## config.mk

```make
export PLATFORM = sky130hd
export DESIGN_NAME = dmem_arbiter_flat
export DESIGN_NICKNAME = d
export VERILOG_FILES = /design/src/rtl/dmem_arb_pkg.sv /design/src/rtl/dmem_arbiter_if.sv /design/src/rtl/dmem_rr_picker.sv /design/src/rtl/dmem_arbiter.sv /design/src/flat_wrapper.sv
export SDC_FILE = /design/constraint.sdc
export NUM_CORES = 1
export LEC_CHECK = 0
export ABC_CLOCK_PERIOD_IN_PS = 2600
export BUFFER_PORTS_ARGS = -buffer_cell sky130_fd_sc_hd__buf_4
export CAP_MARGIN = 5
export CORE_AREA = 8 8 113 115
export DETAILED_ROUTE_END_ITERATION = 8
export DIE_AREA = 0 0 121 123
export PLACE_DENSITY = 0.74
export SLEW_MARGIN = 25
export SYNTH_ARGS = -nofsm -noshare
export SYNTH_HDL_FRONTEND = slang
export SYNTH_SLANG_ARGS = --single-unit
```

## constraint.sdc

```tcl
create_clock -name clk -period 2.6 [get_ports clk]
set_clock_uncertainty 0.05 [all_clocks]
set_input_delay 0.26 -clock clk [delete_from_list [all_inputs] [get_ports clk]]
set_output_delay 0.26 -clock clk [all_outputs]
set_load 0.02 [all_outputs]
```

## src/rtl/dmem_arb_pkg.sv

```systemverilog
// Shared types for the two-port data-memory arbiter.
package dmem_arb_pkg;

  localparam int DMEM_DATA_W = 32;

  typedef enum logic {
    IDLE   = 1'b0,
    LOCKED = 1'b1
  } state_e;

  typedef logic port_id_t;

  typedef struct packed {
    logic                   valid;
    logic                   err;
    logic [DMEM_DATA_W-1:0] data;
  } resp_t;

  function automatic port_id_t other_port(input port_id_t p);
    return ~p;
  endfunction

endpackage

```

## src/rtl/dmem_arbiter_if.sv

```systemverilog
// Requester and memory pins of the data-memory arbiter; slave is the arbiter side,
// master is the requester/memory side.
interface dmem_arbiter_if #(
  parameter int ADDR_W = 32,
  parameter int DATA_W = 32
);
  logic              p0_req, p0_lock, p0_we;
  logic [ADDR_W-1:0] p0_addr;
  logic [DATA_W-1:0] p0_wdata;
  logic              p0_gnt, p0_rvalid, p0_err;
  logic [DATA_W-1:0] p0_rdata;

  logic              p1_req, p1_lock, p1_we;
  logic [ADDR_W-1:0] p1_addr;
  logic [DATA_W-1:0] p1_wdata;
  logic              p1_gnt, p1_rvalid, p1_err;
  logic [DATA_W-1:0] p1_rdata;

  logic [ADDR_W-1:0] mem_addr;
  logic [DATA_W-1:0] mem_write_data;
  logic              mem_read, mem_write;
  logic [DATA_W-1:0] mem_read_data;

  modport slave (
    input  p0_req, p0_lock, p0_we, p0_addr, p0_wdata,
    input  p1_req, p1_lock, p1_we, p1_addr, p1_wdata,
    input  mem_read_data,
    output p0_gnt, p0_rvalid, p0_err, p0_rdata,
    output p1_gnt, p1_rvalid, p1_err, p1_rdata,
    output mem_addr, mem_write_data, mem_read, mem_write
  );

  modport master (
    output p0_req, p0_lock, p0_we, p0_addr, p0_wdata,
    output p1_req, p1_lock, p1_we, p1_addr, p1_wdata,
    output mem_read_data,
    input  p0_gnt, p0_rvalid, p0_err, p0_rdata,
    input  p1_gnt, p1_rvalid, p1_err, p1_rdata,
    input  mem_addr, mem_write_data, mem_read, mem_write
  );

endinterface

```

## src/rtl/dmem_rr_picker.sv

```systemverilog
// Purpose: round-robin choice between two requesters, restricted to the lock owner when locked.
// Latency: purely combinational.
// Backpressure: a requester that is not picked simply keeps req asserted.
module dmem_rr_picker
  import dmem_arb_pkg::*;
(
  input  logic [1:0] req,
  input  port_id_t   last_grant,
  input  logic       locked,
  input  port_id_t   owner,
  output logic       grant_valid,
  output port_id_t   grant_id
);

  always_comb begin
    grant_valid = 1'b0;
    grant_id    = 1'b0;
    if (locked) begin
      grant_valid = req[owner];
      grant_id    = owner;
    end else if (req == 2'b11) begin
      grant_valid = 1'b1;
      grant_id    = other_port(last_grant);
    end else if (req[1]) begin
      grant_valid = 1'b1;
      grant_id    = 1'b1;
    end else if (req[0]) begin
      grant_valid = 1'b1;
      grant_id    = 1'b0;
    end
  end

endmodule

```

## src/rtl/dmem_arbiter.sv

```systemverilog
// Purpose: shares the single-port data memory between core (p0) and debug/DMA (p1), with RMW lock.
// Latency: gnt and memory pins combinational; rvalid/rdata/err registered one cycle after gnt.
// Backpressure: a losing or locked-out port holds req until its gnt; lock is force-released after LOCK_MAX cycles.
module dmem_arbiter
  import dmem_arb_pkg::*;
#(
  parameter int ADDR_W      = 32,
  parameter int DATA_W      = 32,
  parameter int DEPTH_WORDS = 256,
  parameter int LOCK_MAX    = 16
) (
  input logic           clk,
  input logic           rst_n,
  dmem_arbiter_if.slave bus
);

  localparam int                CNT_W     = $clog2(LOCK_MAX + 1);
  localparam logic [CNT_W-1:0]  CNT_LAST  = CNT_W'(LOCK_MAX - 1);
  localparam logic [ADDR_W-1:0] DEPTH_LIM = ADDR_W'(DEPTH_WORDS);

  state_e            state, state_d;
  port_id_t          owner, owner_d, last_grant, last_d;
  logic [CNT_W-1:0]  lock_cnt, cnt_d;
  resp_t             rsp0, rsp1;

  logic [1:0]        req;
  logic              gnt_vld, gnt0, gnt1;
  port_id_t          gnt_id;
  logic              sel_we, sel_lock, own_lock, bad, rd_ok;
  logic [ADDR_W-1:0] sel_addr;
  logic [DATA_W-1:0] sel_wdata;

  // Gating req with rst_n keeps every gnt and memory strobe low while reset is held.
  assign req = {bus.p1_req, bus.p0_req} & {2{rst_n}};

  dmem_rr_picker u_picker (
    .req         (req),
    .last_grant  (last_grant),
    .locked      (state == LOCKED),
    .owner       (owner),
    .grant_valid (gnt_vld),
    .grant_id    (gnt_id)
  );

  assign sel_we    = gnt_id ? bus.p1_we    : bus.p0_we;
  assign sel_lock  = gnt_id ? bus.p1_lock  : bus.p0_lock;
  assign sel_addr  = gnt_id ? bus.p1_addr  : bus.p0_addr;
  assign sel_wdata = gnt_id ? bus.p1_wdata : bus.p0_wdata;
  assign own_lock  = owner  ? bus.p1_lock  : bus.p0_lock;

  assign bad   = (sel_addr[1:0] != 2'b00) || ({2'b00, sel_addr[ADDR_W-1:2]} >= DEPTH_LIM);
  assign gnt0  = gnt_vld & ~gnt_id;
  assign gnt1  = gnt_vld &  gnt_id;
  assign rd_ok = gnt_vld & ~sel_we & ~bad;

  assign bus.p0_gnt         = gnt0;
  assign bus.p1_gnt         = gnt1;
  assign bus.mem_addr       = gnt_vld ? sel_addr  : '0;
  assign bus.mem_write_data = gnt_vld ? sel_wdata : '0;
  assign bus.mem_read       = rd_ok;
  assign bus.mem_write      = gnt_vld & sel_we & ~bad;

  always_comb begin
    state_d = state;
    owner_d = owner;
    last_d  = last_grant;
    cnt_d   = lock_cnt;
    if (gnt_vld) last_d = gnt_id;
    case (state)
      IDLE: begin
        if (gnt_vld && sel_lock && !bad) begin
          state_d = LOCKED;
          owner_d = gnt_id;
          cnt_d   = '0;
        end
      end
      LOCKED: begin
        cnt_d = lock_cnt + 1'b1;
        if (!own_lock) begin
          state_d = IDLE;
        end else if (lock_cnt == CNT_LAST) begin
          // Forced release: the other port wins the next tie.
          state_d = IDLE;
          last_d  = owner;
        end
      end
      default: state_d = IDLE;
    endcase
  end

  always_ff @(posedge clk or negedge rst_n) begin
    if (!rst_n) begin
      state      <= IDLE;
      owner      <= 1'b0;
      last_grant <= 1'b1;
      lock_cnt   <= '0;
    end else begin
      state      <= state_d;
      owner      <= owner_d;
      last_grant <= last_d;
      lock_cnt   <= cnt_d;
    end
  end

  always_ff @(posedge clk or negedge rst_n) begin
    if (!rst_n) begin
      rsp0 <= '0;
      rsp1 <= '0;
    end else begin
      rsp0.valid <= gnt0;
      rsp0.err   <= gnt0 & bad;
      rsp0.data  <= (gnt0 & rd_ok) ? bus.mem_read_data : '0;
      rsp1.valid <= gnt1;
      rsp1.err   <= gnt1 & bad;
      rsp1.data  <= (gnt1 & rd_ok) ? bus.mem_read_data : '0;
    end
  end

  assign bus.p0_rvalid = rsp0.valid;
  assign bus.p0_err    = rsp0.err;
  assign bus.p0_rdata  = rsp0.data;
  assign bus.p1_rvalid = rsp1.valid;
  assign bus.p1_err    = rsp1.err;
  assign bus.p1_rdata  = rsp1.data;

endmodule

```

## src/flat_wrapper.sv

```systemverilog
// flat-port wrapper written by rule: the top's interface ports become plain ports
module dmem_arbiter_flat import dmem_arb_pkg::*;
#(
  parameter int ADDR_W      = 32,
  parameter int DATA_W      = 32,
  parameter int DEPTH_WORDS = 256,
  parameter int LOCK_MAX    = 16
)
  (clk, rst_n, bus_p0_req, bus_p0_lock, bus_p0_we, bus_p0_addr, bus_p0_wdata, bus_p1_req, bus_p1_lock, bus_p1_we, bus_p1_addr, bus_p1_wdata, bus_mem_read_data, bus_p0_gnt, bus_p0_rvalid, bus_p0_err, bus_p0_rdata, bus_p1_gnt, bus_p1_rvalid, bus_p1_err, bus_p1_rdata, bus_mem_addr, bus_mem_write_data, bus_mem_read, bus_mem_write);
  dmem_arbiter_if #(.ADDR_W(ADDR_W), .DATA_W(DATA_W)) bus_i ();
  input logic clk;
  input logic rst_n;
  input wire logic [$bits(bus_i.p0_req)-1:0] bus_p0_req;
  input wire logic [$bits(bus_i.p0_lock)-1:0] bus_p0_lock;
  input wire logic [$bits(bus_i.p0_we)-1:0] bus_p0_we;
  input wire logic [$bits(bus_i.p0_addr)-1:0] bus_p0_addr;
  input wire logic [$bits(bus_i.p0_wdata)-1:0] bus_p0_wdata;
  input wire logic [$bits(bus_i.p1_req)-1:0] bus_p1_req;
  input wire logic [$bits(bus_i.p1_lock)-1:0] bus_p1_lock;
  input wire logic [$bits(bus_i.p1_we)-1:0] bus_p1_we;
  input wire logic [$bits(bus_i.p1_addr)-1:0] bus_p1_addr;
  input wire logic [$bits(bus_i.p1_wdata)-1:0] bus_p1_wdata;
  input wire logic [$bits(bus_i.mem_read_data)-1:0] bus_mem_read_data;
  output wire logic [$bits(bus_i.p0_gnt)-1:0] bus_p0_gnt;
  output wire logic [$bits(bus_i.p0_rvalid)-1:0] bus_p0_rvalid;
  output wire logic [$bits(bus_i.p0_err)-1:0] bus_p0_err;
  output wire logic [$bits(bus_i.p0_rdata)-1:0] bus_p0_rdata;
  output wire logic [$bits(bus_i.p1_gnt)-1:0] bus_p1_gnt;
  output wire logic [$bits(bus_i.p1_rvalid)-1:0] bus_p1_rvalid;
  output wire logic [$bits(bus_i.p1_err)-1:0] bus_p1_err;
  output wire logic [$bits(bus_i.p1_rdata)-1:0] bus_p1_rdata;
  output wire logic [$bits(bus_i.mem_addr)-1:0] bus_mem_addr;
  output wire logic [$bits(bus_i.mem_write_data)-1:0] bus_mem_write_data;
  output wire logic [$bits(bus_i.mem_read)-1:0] bus_mem_read;
  output wire logic [$bits(bus_i.mem_write)-1:0] bus_mem_write;
  assign bus_i.p0_req = bus_p0_req;
  assign bus_i.p0_lock = bus_p0_lock;
  assign bus_i.p0_we = bus_p0_we;
  assign bus_i.p0_addr = bus_p0_addr;
  assign bus_i.p0_wdata = bus_p0_wdata;
  assign bus_i.p1_req = bus_p1_req;
  assign bus_i.p1_lock = bus_p1_lock;
  assign bus_i.p1_we = bus_p1_we;
  assign bus_i.p1_addr = bus_p1_addr;
  assign bus_i.p1_wdata = bus_p1_wdata;
  assign bus_i.mem_read_data = bus_mem_read_data;
  assign bus_p0_gnt = bus_i.p0_gnt;
  assign bus_p0_rvalid = bus_i.p0_rvalid;
  assign bus_p0_err = bus_i.p0_err;
  assign bus_p0_rdata = bus_i.p0_rdata;
  assign bus_p1_gnt = bus_i.p1_gnt;
  assign bus_p1_rvalid = bus_i.p1_rvalid;
  assign bus_p1_err = bus_i.p1_err;
  assign bus_p1_rdata = bus_i.p1_rdata;
  assign bus_mem_addr = bus_i.mem_addr;
  assign bus_mem_write_data = bus_i.mem_write_data;
  assign bus_mem_read = bus_i.mem_read;
  assign bus_mem_write = bus_i.mem_write;
  dmem_arbiter #(.ADDR_W(ADDR_W), .DATA_W(DATA_W), .DEPTH_WORDS(DEPTH_WORDS), .LOCK_MAX(LOCK_MAX)) u_core (.clk(clk), .rst_n(rst_n), .bus(bus_i));
endmodule
```

# Yosys cells after proc, flatten, opt, wreduce, memory -nomap -nowiden
# Index checks and enable logic that the tools add are counted.
# Widths: inputs -> output; s select.
# word_totals
out_inout_bits	136
elab_cells	66
reg_bits	76
in_bits	168
# op_classes
n_addsub	1
mux	28
n_bitwise	16
reduce_logical	6
eq_ne	3
n_lt_le_gt_ge	2
# op_table
cell	count
$mux 32	6
$ge 30x9->1 const B	1
$mux 1	19
$and 1x1->1	10
$pmux 5 s2	1
$add 5x1->5 const B	1
$eq 5x4->1 const B	1
$mux 5	1
$not 1->1	5
$and 2x2->2	1
$eq 2x2->1 const B	1
$logic_and 1x1->1	2
$lt 1x2->1 const B	1
$ne 2x1->1 const B	1
$pmux 1 s2	1
$reduce_and 2->1	1
$reduce_bool 2->1	1
$logic_not 1->1	1
$logic_or 1x1->1	1

# Depth between registers and ports, before layout
# Gate-level depths: netlist of run 1.
# depth
ltp_word	11
mapped_depth	7
depth_no_buf	5

# Hierarchy
# A second synthesis of run 1 with hierarchy kept.
# unflattened
hier_cells	361
area_unflattened_um2	3857.4
# modules_own_cells
mod	cells_each	seq_area_each_um2	area_per_inst_um2	instances
dmem_arbiter	355	1903.1	3811.2	1
dmem_rr_picker	6	0.0	46.3	1

# Least setup slack after synthesis of run 1
# OpenSTA, ideal clock, no wires.
# synth_timing
kind	register to output
from	reg u_core.last_grant
to	out bus_mem_addr[10]
required_ns	2.290
slack_ns	0.406
t_arrival_ns	1.884
path_stages_with_launch	7
cell_sequence	dfstp_2 -> and2_1 -> o31a_1 -> buf_2 -> clkbuf_1 -> nand2_1 -> a21oi_1
# synth_via
elab_chain_cells	5
# synth_lines
element	line	source
from (decl)	dmem_arbiter.sv:22	port_id_t owner, owner_d, last_grant, last_d;
from (signal assigned)	dmem_arbiter.sv:100	last_grant <= last_d;
$not 1->1	dmem_arb_pkg.sv:20	return ~p;
$mux 1	dmem_rr_picker.sv:21	end else if (req == 2'b11) begin
$mux 1	dmem_rr_picker.sv:18	if (locked) begin
$mux 32	dmem_arbiter.sv:47	assign sel_addr = gnt_id ? bus.p1_addr : bus.p0_addr;
$mux 32	dmem_arbiter.sv:58	assign bus.mem_addr = gnt_vld ? sel_addr : '0;
to (decl)	flat_wrapper.sv:32	output wire logic [$bits(bus_i.mem_addr)-1:0] bus_mem_addr;
# Every way passes these cells.

# Worst setup path after layout of run 1
# layout_timing
from	reg u_core.last_grant
to	out bus_mem_read
# layout_via
elab_chain_cells	8
word_cells_on_any_way	12
# layout_lines
element	line	source
$not 1->1 (*)	dmem_arb_pkg.sv:20	
$mux 1 (*)	dmem_rr_picker.sv:21	
$mux 1 (*)	dmem_rr_picker.sv:18	
$mux 32	dmem_arbiter.sv:47	
$ge 30x9->1 / $reduce_bool 2->1 (equally long branches)	dmem_arbiter.sv:51	assign bad = (sel_addr[1:0] != 2'b00) || ({2'b00, sel_addr[ADDR_W-1:2]} >= DEPTH_LIM);
$logic_or 1x1->1	dmem_arbiter.sv:51	
$not 1->1	dmem_arbiter.sv:54	assign rd_ok = gnt_vld & ~sel_we & ~bad;
$and 1x1->1 (*)	dmem_arbiter.sv:54	
to (decl)	flat_wrapper.sv:34	output wire logic [$bits(bus_i.mem_read)-1:0] bus_mem_read;
# Mark *: on every way between the ends. The rest lies on a longest branch, timed or not.

==> impl_results.html, run 1 <==
<table>
<tr><th>Metric</th><th>Value</th></tr>
<tr><th colspan="2">Status</th></tr>
<tr><td>Result of the run</td><td>finished clean</td></tr>
<tr><th colspan="2">Pwr</th></tr>
<tr><td>Cell Pwr Density</td><td>roughly 470 mW/mm²</td></tr>
<tr><td>Cell leakage power</td><td>about 3.6 nW</td></tr>
<tr><td>Worst voltage drop across the vdd grid</td><td>roughly 0.00046 V</td></tr>
<tr><th colspan="2">Floorplanning</th></tr>
<tr><td>Cell row count</td><td>39</td></tr>
<tr><td>Core footprint</td><td>approximately 0.011 mm²</td></tr>
<tr><td>Number of placed I/O pins</td><td>slightly above 300</td></tr>
<tr><td>Effective utilization at floorplan</td><td>about 34%</td></tr>
<tr><td>Die Area</td><td>~0.015 mm²</td></tr>
<tr><td>Die W</td><td>around 120 µm</td></tr>
<tr><td>Chip Height</td><td>123 µm</td></tr>
<tr><th colspan="2">Synth</th></tr>
<tr><td>Share of the yosys chip area belonging to registers</td><td>between 50% and 60%</td></tr>
<tr><td>Number of storage elements in the synthesis netlist</td><td>76</td></tr>
<tr><td>Number of warnings printed during yosys synthesis</td><td>0</td></tr>
<tr><td>Synthesized netlist cell count</td><td>about 430</td></tr>
<tr><td>Number of enable flip-flop cells after synthesis</td><td>0</td></tr>
<tr><td>Synthesized netlist net count</td><td>~600</td></tr>
<tr><td>Count of cell types in the netlist</td><td>~40</td></tr>
<tr><td>Average size of a mapped cell</td><td>slightly below 9 µm²</td></tr>
<tr><td>Summed instance area of the synthesized netlist</td><td>between 0.003 and 0.004 mm²</td></tr>
<tr><td>Async SR Flop Fraction</td><td>100.0%</td></tr>
<tr><td>Ys flop type</td><td>sky130_fd_sc_hd__dfrtp_1</td></tr>
<tr><th colspan="2">Detailed routing</th></tr>
<tr><td>Total vias in the final route</td><td>4275</td></tr>
<tr><td># DRC</td><td>0</td></tr>
<tr><td>Starting DRC count in detailed routing</td><td>between 300 and 400</td></tr>
<tr><td>Via-per-instance ratio</td><td>~4.9</td></tr>
<tr><td>WL per Instance</td><td>19.10 µm</td></tr>
<tr><td>Number of detailed-routing iterations run before antenna repair</td><td>5</td></tr>
<tr><td>Antenna-violating nets left</td><td>0</td></tr>
<tr><td>Aggregate routed wire length</td><td>about 17000 µm</td></tr>
<tr><th colspan="2">CTS</th></tr>
<tr><td>Number of levels the H-tree was split into</td><td>3</td></tr>
<tr><td>CTS clock-pin slew for the worst setup and hold paths</td><td>approximately 0.060 ns</td></tr>
<tr><td>Hold-fix buffers at CTS</td><td>0</td></tr>
<tr><td>Clock tree from TritonCTS</td><td>done</td></tr>
<tr><td>CTS root buf</td><td>sky130_fd_sc_hd__clkbuf_16</td></tr>
<tr><td>CTS Buffer Depth</td><td>2</td></tr>
<tr><td>Worst skew pair latency</td><td>0.33 ns</td></tr>
<tr><td>CTS sink cnt</td><td>76</td></tr>
<tr><td>Clock buffer count from CTS</td><td>9</td></tr>
<tr><th colspan="2">Worst setup path</th></tr>
<tr><td>Critical path peak fanout</td><td>27</td></tr>
<tr><td>Depth of the worst register-to-register path</td><td>5</td></tr>
<tr><td>Worst reg2reg setup slack</td><td>roughly 0.28 ns</td></tr>
<tr><td>Critical Path End</td><td>bus_mem_read</td></tr>
<tr><td>Arrival time reported for the critical path endpoint</td><td>2.21 ns</td></tr>
<tr><td>Kind of end point of the critical path</td><td>output pin</td></tr>
<tr><td>Launch point of the worst reg-to-reg path</td><td>u_core.last_grant</td></tr>
<tr><td>Required time of the critical path</td><td>2.29 ns</td></tr>
<tr><td>CP startpoint</td><td>u_core.last_grant</td></tr>
<tr><td>Reg-to-reg endpoint</td><td>u_core.owner</td></tr>
<tr><td>WS Path Type</td><td>reg2out</td></tr>
<tr><td>Critical path launch point type</td><td>flop</td></tr>
<tr><th colspan="2">Place</th></tr>
<tr><td>Cell count after placement</td><td>857</td></tr>
<tr><td>Last weighted congestion value of the routability-driven placer</td><td>about 0.97</td></tr>
<tr><td>IO buf count</td><td>303</td></tr>
<tr><td>Place WS</td><td>-0.06650 ns</td></tr>
<tr><td>Placed wire-length estimate</td><td>13370 µm</td></tr>
<tr><th colspan="2">Timing</th></tr>
<tr><td>Rel. slew slack</td><td>about 57%</td></tr>
<tr><td>Number of pins with negative max-slew slack in the final report</td><td>0</td></tr>
<tr><td>Worst hold slack</td><td>between 0.003 and 0.004 ns</td></tr>
<tr><td>Final sum of negative setup slack</td><td>0 ns</td></tr>
<tr><td>Slew at the pin closest to its max-slew limit</td><td>approximately 0.65 ns</td></tr>
<tr><td>Maximum clock frequency</td><td>just under 0.4 GHz</td></tr>
<tr><td>Post-layout min period</td><td>between 2 and 3 ns</td></tr>
<tr><td>Final setup violation count</td><td>0</td></tr>
<tr><td>Hold violation total from the final report</td><td>0</td></tr>
<tr><td>Setup repair after global routing missed its margin</td><td>false</td></tr>
<tr><td>Final worst path period share</td><td>approximately 97%</td></tr>
<tr><td>Least setup slack across all paths after layout</td><td>between 0.08 and 0.09 ns</td></tr>
<tr><th colspan="2">GRT</th></tr>
<tr><td>Remaining Overflow, GRT</td><td>0</td></tr>
<tr><td>Antenna violations before repair</td><td>0</td></tr>
<tr><td>Global-route wire length before repair</td><td>24030 µm</td></tr>
<tr><td>Via count of the first global-routing pass</td><td>4367</td></tr>
<tr><td>Overall routing resource usage</td><td>roughly a fifth</td></tr>
<tr><td>Maximum number of pins on one net before global-route repair</td><td>between 70 and 80</td></tr>
<tr><th colspan="2">Layout</th></tr>
<tr><td>Count of nets after finishing</td><td>approximately 900</td></tr>
<tr><td>Sequential standard cell area</td><td>0.001904 mm²</td></tr>
<tr><td>Area used by multi-input combinational logic</td><td>0.001748 mm²</td></tr>
<tr><td>Post-route non-filler standard cell count</td><td>876</td></tr>
<tr><td>Fill cell instance count of the final layout</td><td>just under 1000</td></tr>
<tr><td>Post-synthesis to final-layout area growth</td><td>76.51%</td></tr>
<tr><td>Layout cells sized above 1</td><td>approximately 47%</td></tr>
<tr><td>Number of antenna cells inserted</td><td>0</td></tr>
<tr><th colspan="2">Min path</th></tr>
<tr><td>Worst hold-check path type</td><td>in2async</td></tr>
<tr><th colspan="2">Run</th></tr>
<tr><td>Maximum capacitance violations</td><td>0</td></tr>
</table>
worst max-delay path: stages, from the launching register on:
cell and delay [ns]:
sky130_fd_sc_hd__dfstp_2 0.54, sky130_fd_sc_hd__and2_2 0.26, sky130_fd_sc_hd__o31a_4 0.23, sky130_fd_sc_hd__buf_16 0.19
sky130_fd_sc_hd__mux2i_4 0.26, sky130_fd_sc_hd__nor3b_1 0.22, sky130_fd_sc_hd__buf_4 0.18
synth_stat cells, drive strengths merged, types with 2 or more instances:
master	number	area [µm²]
a21oi	65	325.3
a31o	2	17.52
and2	65	406.6
and2b	2	15.01
buf	19	90.08
clkbuf	9	33.78
dfrtp	75	1877
ha	2	25.02
inv	2	7.500
mux2	3	33.78
nand2	134	503.0
nand4	3	18.77
nor2	8	30.03
nor2b	3	18.77
nor3	3	15.01
nor4	14	108.9
o21ai	2	10.00
kinds of logic (layout without fill, tap and decap cells):
group / count (synthesis) / count (layout) / share of synthesized area, %
compound gates: 79 / 80 / 12.25
xor+xnor: 2 / 2 / 0.4713
fa+ha+maj: 2 / 2 / 0.6731
buf+inv: 30 / 333 / 3.534
flops: 76 / 76 / 51.20
mux: 4 / 4 / 1.178
simple gates: 236 / 236 / 30.70
cell type report:
cell class	instances	share of cell area, %
repair buffers	315	36.90
flip-flops and latches	76	29.02
clock inverters	7	1.163
well taps	143	2.727
inverters	2	0.1144
clock buffers	9	3.432
multi-input cells	324	26.64
metrics by stage:
step | power, W | util [%] | instance area [µm²]
floorplan | 0.001456 | - | 3717
global placement | 0.001839 | 55.50 | 6147
detailed placement | 0.001848 | 55.50 | 6147
CTS | 0.003079 | 58.85 | 6519
global route | 0.003198 | 59.23 | 6561
finish | 0.003070 | 59.23 | 6561
what timing repair did:
| action | in CTS | in global routing |
|---|---|---|
| pin swaps | 1 | 0 |
| resized for setup | 10 | 6 |
| buffers inserted | 1 | 0 |
| setup endpoints to repair | 48 | 11 |
| cloned | 1 | 1 |
state kept, by name (all words and copies together) (netlist names):
register and count:
u_core.last_grant 1, u_core.bus.p1_rdata 32, u_core.bus.p1_rvalid 1, u_core.bus.p0_rvalid 1
u_core.bus.p0_rdata 32, u_core.owner 1, u_core.lock_cnt 5, u_core.bus.p1_err 1
u_core.bus.p0_err 1, u_core.state 1
placed cells by master (no fill, tap or decap), types with 2 or more instances in the layout:
cell                        instances
sky130_fd_sc_hd__nor4_1            12
sky130_fd_sc_hd__a21oi_1           65
sky130_fd_sc_hd__ha_1               2
sky130_fd_sc_hd__nor3_1             3
sky130_fd_sc_hd__buf_4            309
sky130_fd_sc_hd__nor2b_1            3
sky130_fd_sc_hd__nand2_1          133
sky130_fd_sc_hd__dfrtp_1           74
sky130_fd_sc_hd__nor2_1             7
sky130_fd_sc_hd__nand4_1            3
sky130_fd_sc_hd__mux2_2             2
sky130_fd_sc_hd__buf_6              3
sky130_fd_sc_hd__inv_6              3
sky130_fd_sc_hd__o31ai_4            2
sky130_fd_sc_hd__inv_8              3
sky130_fd_sc_hd__and2_1            64
sky130_fd_sc_hd__a31o_2             2
sky130_fd_sc_hd__clkbuf_16         10
sky130_fd_sc_hd__and2b_1            2
where the power goes:
part           switching, W  internal [W]
clock network      0.000537      0.000684
registers        0.00000241       0.00119
logic              0.000337      0.000320
total              0.000876       0.00219
worst min-delay path by stage:
stage                           from                      end  slack, ns  cells past startpoint
2_1_floorplan                  rst_n        u_core.bus.p0_err      -0.09                      0
3_3_place_gp    bus_mem_read_data[6]   u_core.bus.p0_rdata[6]       0.42                      2
3_5_place_dp   bus_mem_read_data[26]  u_core.bus.p1_rdata[26]       0.43                      2
4_1_cts        bus_mem_read_data[15]  u_core.bus.p0_rdata[15]       0.08                      2
5_1_grt                        rst_n  u_core.bus.p1_rdata[17]       0.06                      2
6_report                       rst_n   u_core.bus.p1_rdata[0]      0.004                      2
metal layers:
| metal | global-route usage [%] | part of all wire [%] | vias to the layer above |
|---|---|---|---|
| met4 | 5.699 | 1.4 | 0 |
| li1 | - | - | 2010 |
| met2 | 36.03 | 51 | 233 |
| met3 | 7.580 | 11 | 17 |
| met1 | 23.58 | 37 | 2015 |
| met5 | 0 | 0 | - |
No activity file was read; power rests on OpenSTA's default activity.
==> run 2: changes to the inputs <==
CORE_AREA = 8 8 112 114   (was 8 8 113 115)
DIE_AREA = 0 0 120 122   (was 0 0 121 123)
PLACE_DENSITY = 0.76   (was 0.74)
SYNTH_HIERARCHICAL = 1   (was not set)
==> run 2 against run 1 <==
Clock power decreased by 15%. Worst hold slack improved by 0.073 ns. Synthesized area grew 3.8%. Global-route usage decreased by 1.1 points. Total power decreased by 3.8%. Design area shrank 0.40%. Via count down 12%. Flip-flop and latch count is the same. Utilization rose by 1.9 points. Sequential share of layout area up 0.12 points. Setup slack better by 0.046 ns. Critical endpoint is now bus_mem_write_data[15]. Highest routed layer unchanged.
==> impl_results.html, run 2 <==
<table>
<tr><th>Metric</th><th>Value</th></tr>
<tr><th colspan="2">Synth</th></tr>
<tr><td>Number of warnings printed during yosys synthesis</td><td>6 (was 0)</td></tr>
<tr><td>Most used standard cell by instance count after synthesis</td><td>sky130_fd_sc_hd__dfrtp_1 (was sky130_fd_sc_hd__nand2_1)</td></tr>
<tr><td>Count of cell types in the netlist</td><td>37 (was 41)</td></tr>
<tr><td>Share of the yosys chip area belonging to registers</td><td>49.34% (was 51.19%)</td></tr>
<tr><td>Number of storage elements in the synthesis netlist</td><td>76 (unchanged)</td></tr>
<tr><td>Largest area contributor in the synthesized netlist</td><td>sky130_fd_sc_hd__dfrtp_1 (unchanged)</td></tr>
<tr><td>Area share of the largest cell type after synthesis</td><td>48.65% (was 50.49%)</td></tr>
<tr><td>Synthesized netlist cell count</td><td>361 (was 429)</td></tr>
<tr><td>Number of enable flip-flop cells after synthesis</td><td>0 (unchanged)</td></tr>
<tr><td>Main area contributors after synthesis</td><td>sky130_fd_sc_hd__dfrtp_1, sky130_fd_sc_hd__mux2i_1, sky130_fd_sc_hd__and2_1 (was sky130_fd_sc_hd__dfrtp_1, sky130_fd_sc_hd__nand2_1, sky130_fd_sc_hd__and2_1)</td></tr>
<tr><td>Summed instance area of the synthesized netlist</td><td>0.003857 mm² (was 0.003717 mm²)</td></tr>
<tr><td>Synthesized netlist net count</td><td>531 (was 599)</td></tr>
<tr><td>Top cell types by occurrence after synthesis</td><td>sky130_fd_sc_hd__dfrtp_1, sky130_fd_sc_hd__nor2_1, sky130_fd_sc_hd__mux2i_1 (was sky130_fd_sc_hd__nand2_1, sky130_fd_sc_hd__dfrtp_1, sky130_fd_sc_hd__a21oi_1, sky130_fd_sc_hd__and2_1, sky130_fd_sc_hd__buf_2)</td></tr>
<tr><td>Async SR Flop Fraction</td><td>100.0% (unchanged)</td></tr>
<tr><td>Average size of a mapped cell</td><td>10.69 µm² (was 8.665 µm²)</td></tr>
<tr><td>Ys flop type</td><td>sky130_fd_sc_hd__dfrtp_1 (unchanged)</td></tr>
<tr><th colspan="2">Place</th></tr>
<tr><td>Dpl cell area</td><td>0.006281 mm² (was 0.006147 mm²)</td></tr>
<tr><td>Placed wire-length estimate</td><td>12450 µm (was 13370 µm)</td></tr>
<tr><td>IO buf count</td><td>303 (unchanged)</td></tr>
<tr><td>Last weighted congestion value of the routability-driven placer</td><td>0.8370 (was 0.9698)</td></tr>
<tr><th colspan="2">Floorplanning</th></tr>
<tr><td>Die Area</td><td>0.01464 mm² (was 0.01488 mm²)</td></tr>
<tr><td>Chip Height</td><td>122 µm (was 123 µm)</td></tr>
<tr><td>Core footprint</td><td>0.01070 mm² (was 0.01108 mm²)</td></tr>
<tr><td>Die W</td><td>120 µm (was 121 µm)</td></tr>
<tr><td>Effective utilization at floorplan</td><td>36.06% (was 33.56%)</td></tr>
<tr><td>Cell row count</td><td>38 (was 39)</td></tr>
<tr><td>Number of placed I/O pins</td><td>304 (unchanged)</td></tr>
<tr><th colspan="2">CTS</th></tr>
<tr><td>Clock buffer count from CTS</td><td>9 (unchanged)</td></tr>
<tr><td>CTS root buf</td><td>sky130_fd_sc_hd__clkbuf_8 (was sky130_fd_sc_hd__clkbuf_16)</td></tr>
<tr><td>CTS clock-pin slew for the worst setup and hold paths</td><td>0.08 ns (was 0.06 ns)</td></tr>
<tr><td>Worst skew pair latency</td><td>0.34 ns (was 0.33 ns)</td></tr>
<tr><td>CTS sink cnt</td><td>76 (unchanged)</td></tr>
<tr><td>Number of levels the H-tree was split into</td><td>3 (unchanged)</td></tr>
<tr><td>CTS Buffer Depth</td><td>2 (unchanged)</td></tr>
<tr><td>Clock tree from TritonCTS</td><td>done (unchanged)</td></tr>
<tr><th colspan="2">Layout</th></tr>
<tr><td>Final core occ</td><td>61.09% (was 59.23%)</td></tr>
<tr><td>Layout cells sized above 1</td><td>51.50% (was 47.48%)</td></tr>
<tr><td>Post-synthesis to final-layout area growth</td><td>69.41% (was 76.51%)</td></tr>
<tr><td>Top library cells by usage in the layout, fill and taps aside</td><td>sky130_fd_sc_hd__buf_4, sky130_fd_sc_hd__dfrtp_1, sky130_fd_sc_hd__nor2_1 (was sky130_fd_sc_hd__buf_4, sky130_fd_sc_hd__nand2_1, sky130_fd_sc_hd__dfrtp_1)</td></tr>
<tr><td>Fill cell instance count of the final layout</td><td>919 (was 962)</td></tr>
<tr><td>Most frequent standard cell in the layout excluding fill and tap cells</td><td>sky130_fd_sc_hd__buf_4 (unchanged)</td></tr>
<tr><td>Count of nets after finishing</td><td>832 (was 898)</td></tr>
<tr><td>Number of antenna cells inserted</td><td>0 (unchanged)</td></tr>
<tr><td>Final instance area</td><td>0.006535 mm² (was 0.006561 mm²)</td></tr>
<tr><th colspan="2">Timing</th></tr>
<tr><td>Final worst path period share</td><td>95.07% (was 96.84%)</td></tr>
<tr><td>Final sum of negative setup slack</td><td>0 ns (unchanged)</td></tr>
<tr><td>Number of pins with negative max-slew slack in the final report</td><td>0 (unchanged)</td></tr>
<tr><td>Rel. slew slack</td><td>40.78% (was 56.82%)</td></tr>
<tr><td>Final setup violation count</td><td>0 (unchanged)</td></tr>
<tr><td>Hold violation total from the final report</td><td>0 (unchanged)</td></tr>
<tr><td>Maximum clock frequency</td><td>0.4046 GHz (was 0.3972 GHz)</td></tr>
<tr><td>Setup repair after global routing missed its margin</td><td>false (unchanged)</td></tr>
<tr><td>Slew at the pin closest to its max-slew limit</td><td>0.8883 ns (was 0.6476 ns)</td></tr>
<tr><td>Worst hold slack</td><td>0.07709 ns (was 0.003814 ns)</td></tr>
<tr><td>Post-layout min period</td><td>2.472 ns (was 2.518 ns)</td></tr>
<tr><th colspan="2">Detailed routing</th></tr>
<tr><td>Number of detailed-routing iterations run before antenna repair</td><td>4 (was 5)</td></tr>
<tr><td>Total vias in the final route</td><td>3765 (was 4275)</td></tr>
<tr><td>Starting DRC count in detailed routing</td><td>203 (was 327)</td></tr>
<tr><td># DRC</td><td>0 (unchanged)</td></tr>
<tr><td>Antenna-violating nets left</td><td>0 (unchanged)</td></tr>
<tr><td>Via-per-instance ratio</td><td>4.671 (was 4.880)</td></tr>
<tr><td>Aggregate routed wire length</td><td>15070 µm (was 16730 µm)</td></tr>
<tr><td>WL per Instance</td><td>18.70 µm (was 19.10 µm)</td></tr>
<tr><th colspan="2">GRT</th></tr>
<tr><td>Antenna violations before repair</td><td>0 (unchanged)</td></tr>
<tr><td>Remaining Overflow, GRT</td><td>0 (unchanged)</td></tr>
<tr><td>Maximum number of pins on one net before global-route repair</td><td>75 (was 78)</td></tr>
<tr><td>Overall routing resource usage</td><td>19.62% (was 20.74%)</td></tr>
<tr><td>Global-route wire length before repair</td><td>22270 µm (was 24030 µm)</td></tr>
<tr><td>Via count of the first global-routing pass</td><td>3946 (was 4367)</td></tr>
<tr><th colspan="2">Worst setup path</th></tr>
<tr><td>Dominant delay contributor by cell family on the critical path</td><td>buffers and inverters (was flip-flops)</td></tr>
<tr><td>Critical path launch point type</td><td>flop (unchanged)</td></tr>
<tr><td>WS Path Type</td><td>reg2out (unchanged)</td></tr>
<tr><td>Delay contributed by the slowest stage of the critical path</td><td>0.47 ns (was 0.54 ns)</td></tr>
<tr><td>CP bufs+invs</td><td>2 (unchanged)</td></tr>
<tr><td>Kind of end point of the critical path</td><td>output pin (unchanged)</td></tr>
<tr><td>Critical path peak fanout</td><td>63 (was 27)</td></tr>
<tr><td>Critical-path cell list</td><td>nor2b_1 &gt; a22o_4 &gt; buf_12 &gt; mux2i_1 &gt; nor2_1 &gt; buf_4 (was and2_2 &gt; o31a_4 &gt; buf_16 &gt; mux2i_4 &gt; nor3b_1 &gt; buf_4)</td></tr>
<tr><td>Arrival time reported for the critical path endpoint</td><td>2.16 ns (was 2.21 ns)</td></tr>
<tr><td>Critical path's slowest cell</td><td>sky130_fd_sc_hd__dfrtp_2 (was sky130_fd_sc_hd__dfstp_2)</td></tr>
<tr><td>Required time of the critical path</td><td>2.29 ns (about the same)</td></tr>
<tr><th colspan="2">Run</th></tr>
<tr><td>Maximum capacitance violations</td><td>0 (unchanged)</td></tr>
<tr><th colspan="2">Pwr</th></tr>
<tr><td>Total power of the final layout</td><td>0.002954 W (was 0.003070 W)</td></tr>
<tr><td>Cell leakage power</td><td>3.461 nW (was 3.577 nW)</td></tr>
<tr><td>Share of power burned in the clock network</td><td>35.3% (was 39.8%)</td></tr>
<tr><td>Switching share of total power</td><td>26.02% (was 28.55%)</td></tr>
<tr><td>Internal Dissipation</td><td>0.002185 W (was 0.002193 W)</td></tr>
<tr><td>Cell Pwr Density</td><td>452.0 mW/mm² (was 467.9 mW/mm²)</td></tr>
<tr><td>Worst voltage drop across the vdd grid</td><td>0.0002973 V (was 0.0004621 V)</td></tr>
<tr><td>Reg power frac</td><td>40.9% (was 38.8%)</td></tr>
<tr><td>Share of total power in combinational logic</td><td>23.8% (was 21.4%)</td></tr>
<tr><td>Net load switching power</td><td>0.0007685 W (was 0.0008763 W)</td></tr>
<tr><th colspan="2">Status</th></tr>
<tr><td>Result of the run</td><td>finished clean (unchanged)</td></tr>
<tr><th colspan="2">Min path</th></tr>
<tr><td>Worst hold-check path type</td><td>in2reg (was in2async)</td></tr>
</table>
[run 2: cell families (layout without fill, tap and decap cells)]
kind of cell	Yosys count	in the layout	share of synthesized area [%]
adders and majority gates	2	2	0.6486
and+or+nand+nor	167	167	23.03
muxes	69	69	17.97
AOI/OAI and AO/OA	17	17	4.314
xor gates and xnor gates	3	3	0.6813
DFF	76	76	49.34
buffers and inverters	27	332	4.022
[run 2: cell type report]
type	count	area (µm²)	share of cell area [%]
clock buffers	9	123.9	1.895
clock inverters	6	111.4	1.704
multi-input cells	258	1807	27.65
repair buffers	312	2395	36.65
inverters	5	18.77	0.2872
well taps	140	175.2	2.680
flip-flops and latches	76	1904	29.14
[run 2: per-stage QoR]
step / setup slack, ns / instances
after floorplan: 0.2720 / 361
after global placement: 0.2826 / 789
after detailed placement: 0.2413 / 789
after CTS: 0.1275 / 806
after global routing: 0.002065 / 806
final: 0.1283 / 806
[run 2: path summary, 6_finish.rpt]
check | endpoint | slack, ns | startpoint | cells after the start
max | bus_mem_write_data[15] | 0.13 | u_core/state | 6
min | u_core/bus.p1_rdata[10] | 0.08 | bus_mem_read_data[10] | 2
max reg2reg | u_core/bus.p1_rdata[17] | 0.30 | u_core/last_grant | 8
min reg2reg | u_core/lock_cnt[3] | 0.47 | u_core/lock_cnt[3] | 1
max in group asynchronous | u_core/state | 1.79 | rst_n | 2
min in group asynchronous | u_core/bus.p0_rdata[13] | 0.10 | rst_n | 2
[run 2: power groups by stage]
stage                     logic (W)  clock network [W]  registers (W)
after floorplan            0.000291                  0        0.00123
after global placement     0.000690                  0        0.00123
after detailed placement   0.000706                  0        0.00123
after CTS                  0.000709            0.00106        0.00121
after global routing       0.000755            0.00113        0.00121
final                      0.000704            0.00104        0.00121
[run 2: what timing repair did]
action | in CTS | in global routing
setup endpoints to repair | 2 | 0
resized for setup | 1 | 0
hold endpoints to repair | 2 | 0
buffers inserted | 1 | 0
hold buffers | 1 | 0
[run 2: metal layers]
layer	vias up	wire length (µm)	GRT usage (%)
li1	1813	-	-
met1	1786	5780	21.91
met3	15	1054	6.478
met2	151	8025	35.59
met5	-	0	0
met4	0	214	4.450
==> run 3: changes to the inputs <==
--- a/config.mk
+++ b/config.mk
@@ -9,3 +9,2 @@
 export BUFFER_PORTS_ARGS = -buffer_cell sky130_fd_sc_hd__buf_4
-export CAP_MARGIN = 5
 export CORE_AREA = 8 8 112 114
==> constraint.sdc (replaced) <==
create_clock -name clk -period 2.6 [get_ports clk]
set_clock_uncertainty 0.05 [all_clocks]
set_input_delay 0.39 -clock clk [delete_from_list [all_inputs] [get_ports clk]]
set_output_delay 0.39 -clock clk [all_outputs]
set_load 0.02 [all_outputs]
==> run 3 against run 2 <==
Register-to-register slack improved by 0.09 ns. Die area unchanged. Clock power about the same. Utilization is 0.81 points higher. Setup slack worse by 0.0040 ns. Cell count increased by 0.74%. Combinational power is 2% higher. Count of clock-buffer cells in the layout increased by 1. Fmax fell by 0.16%. Critical path depth up 1. Design area up 1.3%. Non-clock buffer count increased by 5.
==> impl_results.html, run 3 (synthesis results as in run 2) <==
<table>
<tr><th>Metric</th><th>Value</th></tr>
<tr><th colspan="2">Status</th></tr>
<tr><td>Result of the run</td><td>finished clean (unchanged)</td></tr>
<tr><th colspan="2">CTS</th></tr>
<tr><td>CTS Buffer Depth</td><td>2 (unchanged)</td></tr>
<tr><td>Clock tree from TritonCTS</td><td>done (unchanged)</td></tr>
<tr><td>Clock buffer count from CTS</td><td>9 (unchanged)</td></tr>
<tr><td>Number of levels the H-tree was split into</td><td>3 (unchanged)</td></tr>
<tr><td>CTS clock-pin slew for the worst setup and hold paths</td><td>0.08 ns (about the same)</td></tr>
<tr><td>CTS sink cnt</td><td>76 (unchanged)</td></tr>
<tr><td>CTS root buf</td><td>sky130_fd_sc_hd__clkbuf_8 (unchanged)</td></tr>
<tr><td>Worst skew pair latency</td><td>0.34 ns (about the same)</td></tr>
<tr><th colspan="2">GRT</th></tr>
<tr><td>Via count of the first global-routing pass</td><td>4010 (was 3946)</td></tr>
<tr><td>Global-route wire length before repair</td><td>22490 µm (was 22270 µm)</td></tr>
<tr><td>Remaining Overflow, GRT</td><td>0 (unchanged)</td></tr>
<tr><td>Maximum number of pins on one net before global-route repair</td><td>66 (was 75)</td></tr>
<tr><td>Overall routing resource usage</td><td>19.65% (was 19.62%)</td></tr>
<tr><td>Antenna violations before repair</td><td>0 (unchanged)</td></tr>
<tr><th colspan="2">Timing</th></tr>
<tr><td>Slew at the pin closest to its max-slew limit</td><td>0.7799 ns (was 0.8883 ns)</td></tr>
<tr><td>Hold violation total from the final report</td><td>0 (unchanged)</td></tr>
<tr><td>Final sum of negative setup slack</td><td>0 ns (unchanged)</td></tr>
<tr><td>Number of pins with negative max-slew slack in the final report</td><td>0 (unchanged)</td></tr>
<tr><td>Final worst path period share</td><td>95.22% (was 95.07%)</td></tr>
<tr><td>Post-layout min period</td><td>2.476 ns (was 2.472 ns)</td></tr>
<tr><td>Least setup slack across all paths after layout</td><td>0.1243 ns (was 0.1283 ns)</td></tr>
<tr><td>Rel. slew slack</td><td>48.01% (was 40.78%)</td></tr>
<tr><td>Setup repair after global routing missed its margin</td><td>false (unchanged)</td></tr>
<tr><td>Final setup violation count</td><td>0 (unchanged)</td></tr>
<tr><td>Worst hold slack</td><td>0.1747 ns (was 0.07709 ns)</td></tr>
<tr><td>Maximum clock frequency</td><td>0.4039 GHz (was 0.4046 GHz)</td></tr>
<tr><th colspan="2">Floorplanning</th></tr>
<tr><td>Effective utilization at floorplan</td><td>36.06% (unchanged)</td></tr>
<tr><td>Die W</td><td>120 µm (unchanged)</td></tr>
<tr><td>Core footprint</td><td>0.01070 mm² (unchanged)</td></tr>
<tr><td>Die Area</td><td>0.01464 mm² (unchanged)</td></tr>
<tr><td>Number of placed I/O pins</td><td>304 (unchanged)</td></tr>
<tr><td>Cell row count</td><td>38 (unchanged)</td></tr>
<tr><td>Chip Height</td><td>122 µm (unchanged)</td></tr>
<tr><th colspan="2">Layout</th></tr>
<tr><td>Top library cells by usage in the layout, fill and taps aside</td><td>sky130_fd_sc_hd__buf_4, sky130_fd_sc_hd__dfrtp_1, sky130_fd_sc_hd__nor2_1 (unchanged)</td></tr>
<tr><td>Most frequent standard cell in the layout excluding fill and tap cells</td><td>sky130_fd_sc_hd__buf_4 (unchanged)</td></tr>
<tr><td>Fill cell instance count of the final layout</td><td>905 (was 919)</td></tr>
<tr><td>Area used by multi-input combinational logic</td><td>0.001823 mm² (was 0.001807 mm²)</td></tr>
<tr><td>Layout cells sized above 1</td><td>52.23% (was 51.50%)</td></tr>
<tr><td>Post-route non-filler standard cell count</td><td>812 (was 806)</td></tr>
<tr><td>Post-synthesis to final-layout area growth</td><td>71.65% (was 69.41%)</td></tr>
<tr><td>Number of antenna cells inserted</td><td>0 (unchanged)</td></tr>
<tr><td>Count of nets after finishing</td><td>837 (was 832)</td></tr>
<tr><td>Sequential standard cell area</td><td>0.001903 mm² (was 0.001904 mm²)</td></tr>
<tr><th colspan="2">Worst setup path</th></tr>
<tr><td>Kind of end point of the critical path</td><td>output pin (unchanged)</td></tr>
<tr><td>Critical-path cell list</td><td>nand2_1 &gt; a22o_4 &gt; buf_12 &gt; clkbuf_16 &gt; mux2i_1 &gt; nor2_1 &gt; buf_4 (was nor2b_1 &gt; a22o_4 &gt; buf_12 &gt; mux2i_1 &gt; nor2_1 &gt; buf_4)</td></tr>
<tr><td>Critical path's slowest cell</td><td>sky130_fd_sc_hd__dfstp_2 (was sky130_fd_sc_hd__dfrtp_2)</td></tr>
<tr><td>WS Path Type</td><td>reg2out (unchanged)</td></tr>
<tr><td>Critical path launch point type</td><td>flop (unchanged)</td></tr>
<tr><td>Arrival time reported for the critical path endpoint</td><td>2.04 ns (was 2.16 ns)</td></tr>
<tr><td>Critical path peak fanout</td><td>31 (was 63)</td></tr>
<tr><td>Delay contributed by the slowest stage of the critical path</td><td>0.53 ns (was 0.47 ns)</td></tr>
<tr><td>Required time of the critical path</td><td>2.16 ns (was 2.29 ns)</td></tr>
<tr><th colspan="2">Min path</th></tr>
<tr><td>Worst hold-check path type</td><td>in2async (was in2reg)</td></tr>
<tr><th colspan="2">Detailed routing</th></tr>
<tr><td>WL per Instance</td><td>18.86 µm (was 18.70 µm)</td></tr>
<tr><td># DRC</td><td>0 (unchanged)</td></tr>
<tr><td>Number of detailed-routing iterations run before antenna repair</td><td>6 (was 4)</td></tr>
<tr><td>Starting DRC count in detailed routing</td><td>272 (was 203)</td></tr>
<tr><td>Aggregate routed wire length</td><td>15310 µm (was 15070 µm)</td></tr>
<tr><td>Via-per-instance ratio</td><td>4.674 (was 4.671)</td></tr>
<tr><td>Total vias in the final route</td><td>3795 (was 3765)</td></tr>
<tr><td>Antenna-violating nets left</td><td>0 (unchanged)</td></tr>
<tr><th colspan="2">Pwr</th></tr>
<tr><td>Worst voltage drop across the vdd grid</td><td>0.0004141 V (was 0.0002973 V)</td></tr>
<tr><td>Cell leakage power</td><td>3.499 nW (was 3.461 nW)</td></tr>
<tr><td>Cell Pwr Density</td><td>443.3 mW/mm² (was 452.0 mW/mm²)</td></tr>
<tr><td>Total power of the final layout</td><td>0.002935 W (was 0.002954 W)</td></tr>
<tr><th colspan="2">Place</th></tr>
<tr><td>Placed wire-length estimate</td><td>12520 µm (was 12450 µm)</td></tr>
<tr><td>IO buf count</td><td>303 (unchanged)</td></tr>
<tr><td>Last weighted congestion value of the routability-driven placer</td><td>0.8487 (was 0.8370)</td></tr>
<tr><td>Cell count after placement</td><td>794 (was 789)</td></tr>
<tr><td>Place WS</td><td>0.1453 ns (was 0.2413 ns)</td></tr>
<tr><th colspan="2">Run</th></tr>
<tr><td>Maximum capacitance violations</td><td>0 (unchanged)</td></tr>
</table>
-- run 3: stage by stage --
step / area (µm²) / util [%]
6_report: 6621 / 61.89
5_1_grt: 6621 / 61.89
4_1_cts: 6573 / 61.44
3_5_place_dp: 6331 / 59.18
3_3_place_gp: 6331 / 59.18
2_1_floorplan: 3857 / -
-- run 3: power breakdown --
group / switching [W] / total [W] / internal (W)
sequential: 0.0000114 / 0.00121 / 0.00120
clock: 0.000434 / 0.00101 / 0.000575
combinational: 0.000355 / 0.000718 / 0.000364
total: 0.000800 / 0.00294 / 0.00214
-- run 3: area by class of cell --
cell class	instances	share of cell area (%)
Sequential cell	76	28.74
Multi-Input combinational cell	258	27.53
Tap cell	140	2.646
Clock inverter	6	1.417
Timing Repair Buffer	317	37.30
Inverter	5	0.2834
Clock buffer	10	2.079
-- run 3: repair_timing --
action                                 4_1_cts  5_1_grt
setup buffers                                0        0
hold buffers                                 1        0
endpoints found under the hold margin       11        0
setup endpoints to repair                    0       64
resized for setup                            0        4
-- run 3: final timing paths --
kind	start	endpoint	slack (ns)	cells after the start
min in group clk	bus_mem_read_data[7]	u_core/bus.p0_rdata[7]	0.21	2
worst min-delay path	rst_n	u_core/bus.p1_rdata[17]	0.17	2
worst max-delay path	u_core/last_grant	bus_mem_write_data[24]	0.12	7
worst min register to register	u_core/lock_cnt[3]	u_core/lock_cnt[3]	0.48	1
max in group asynchronous	rst_n	u_core/lock_cnt[4]	1.80	2
worst max register to register	u_core/last_grant	u_core/bus.p1_rdata[31]	0.39	8
-- run 3: layer usage --
metal	up-vias	track usage, %	wire length [µm]
met1	1775	22.05	5804
li1	1819	-	-
met3	20	6.664	1239
met2	181	34.79	8004
met4	0	5.777	265
met5	-	0	0
-- run 3: critical path: cells and delay by family, from the launching register on --
| family | cells | cell delay, ns |
|---|---|---|
| AO/OA/AOI/OAI | 1 | 0.25 |
| buffers and inverters | 3 | 0.53 |
| flip-flops | 1 | 0.53 |
| multiplexers | 1 | 0.22 |
| AND/OR/NAND/NOR | 2 | 0.12 |
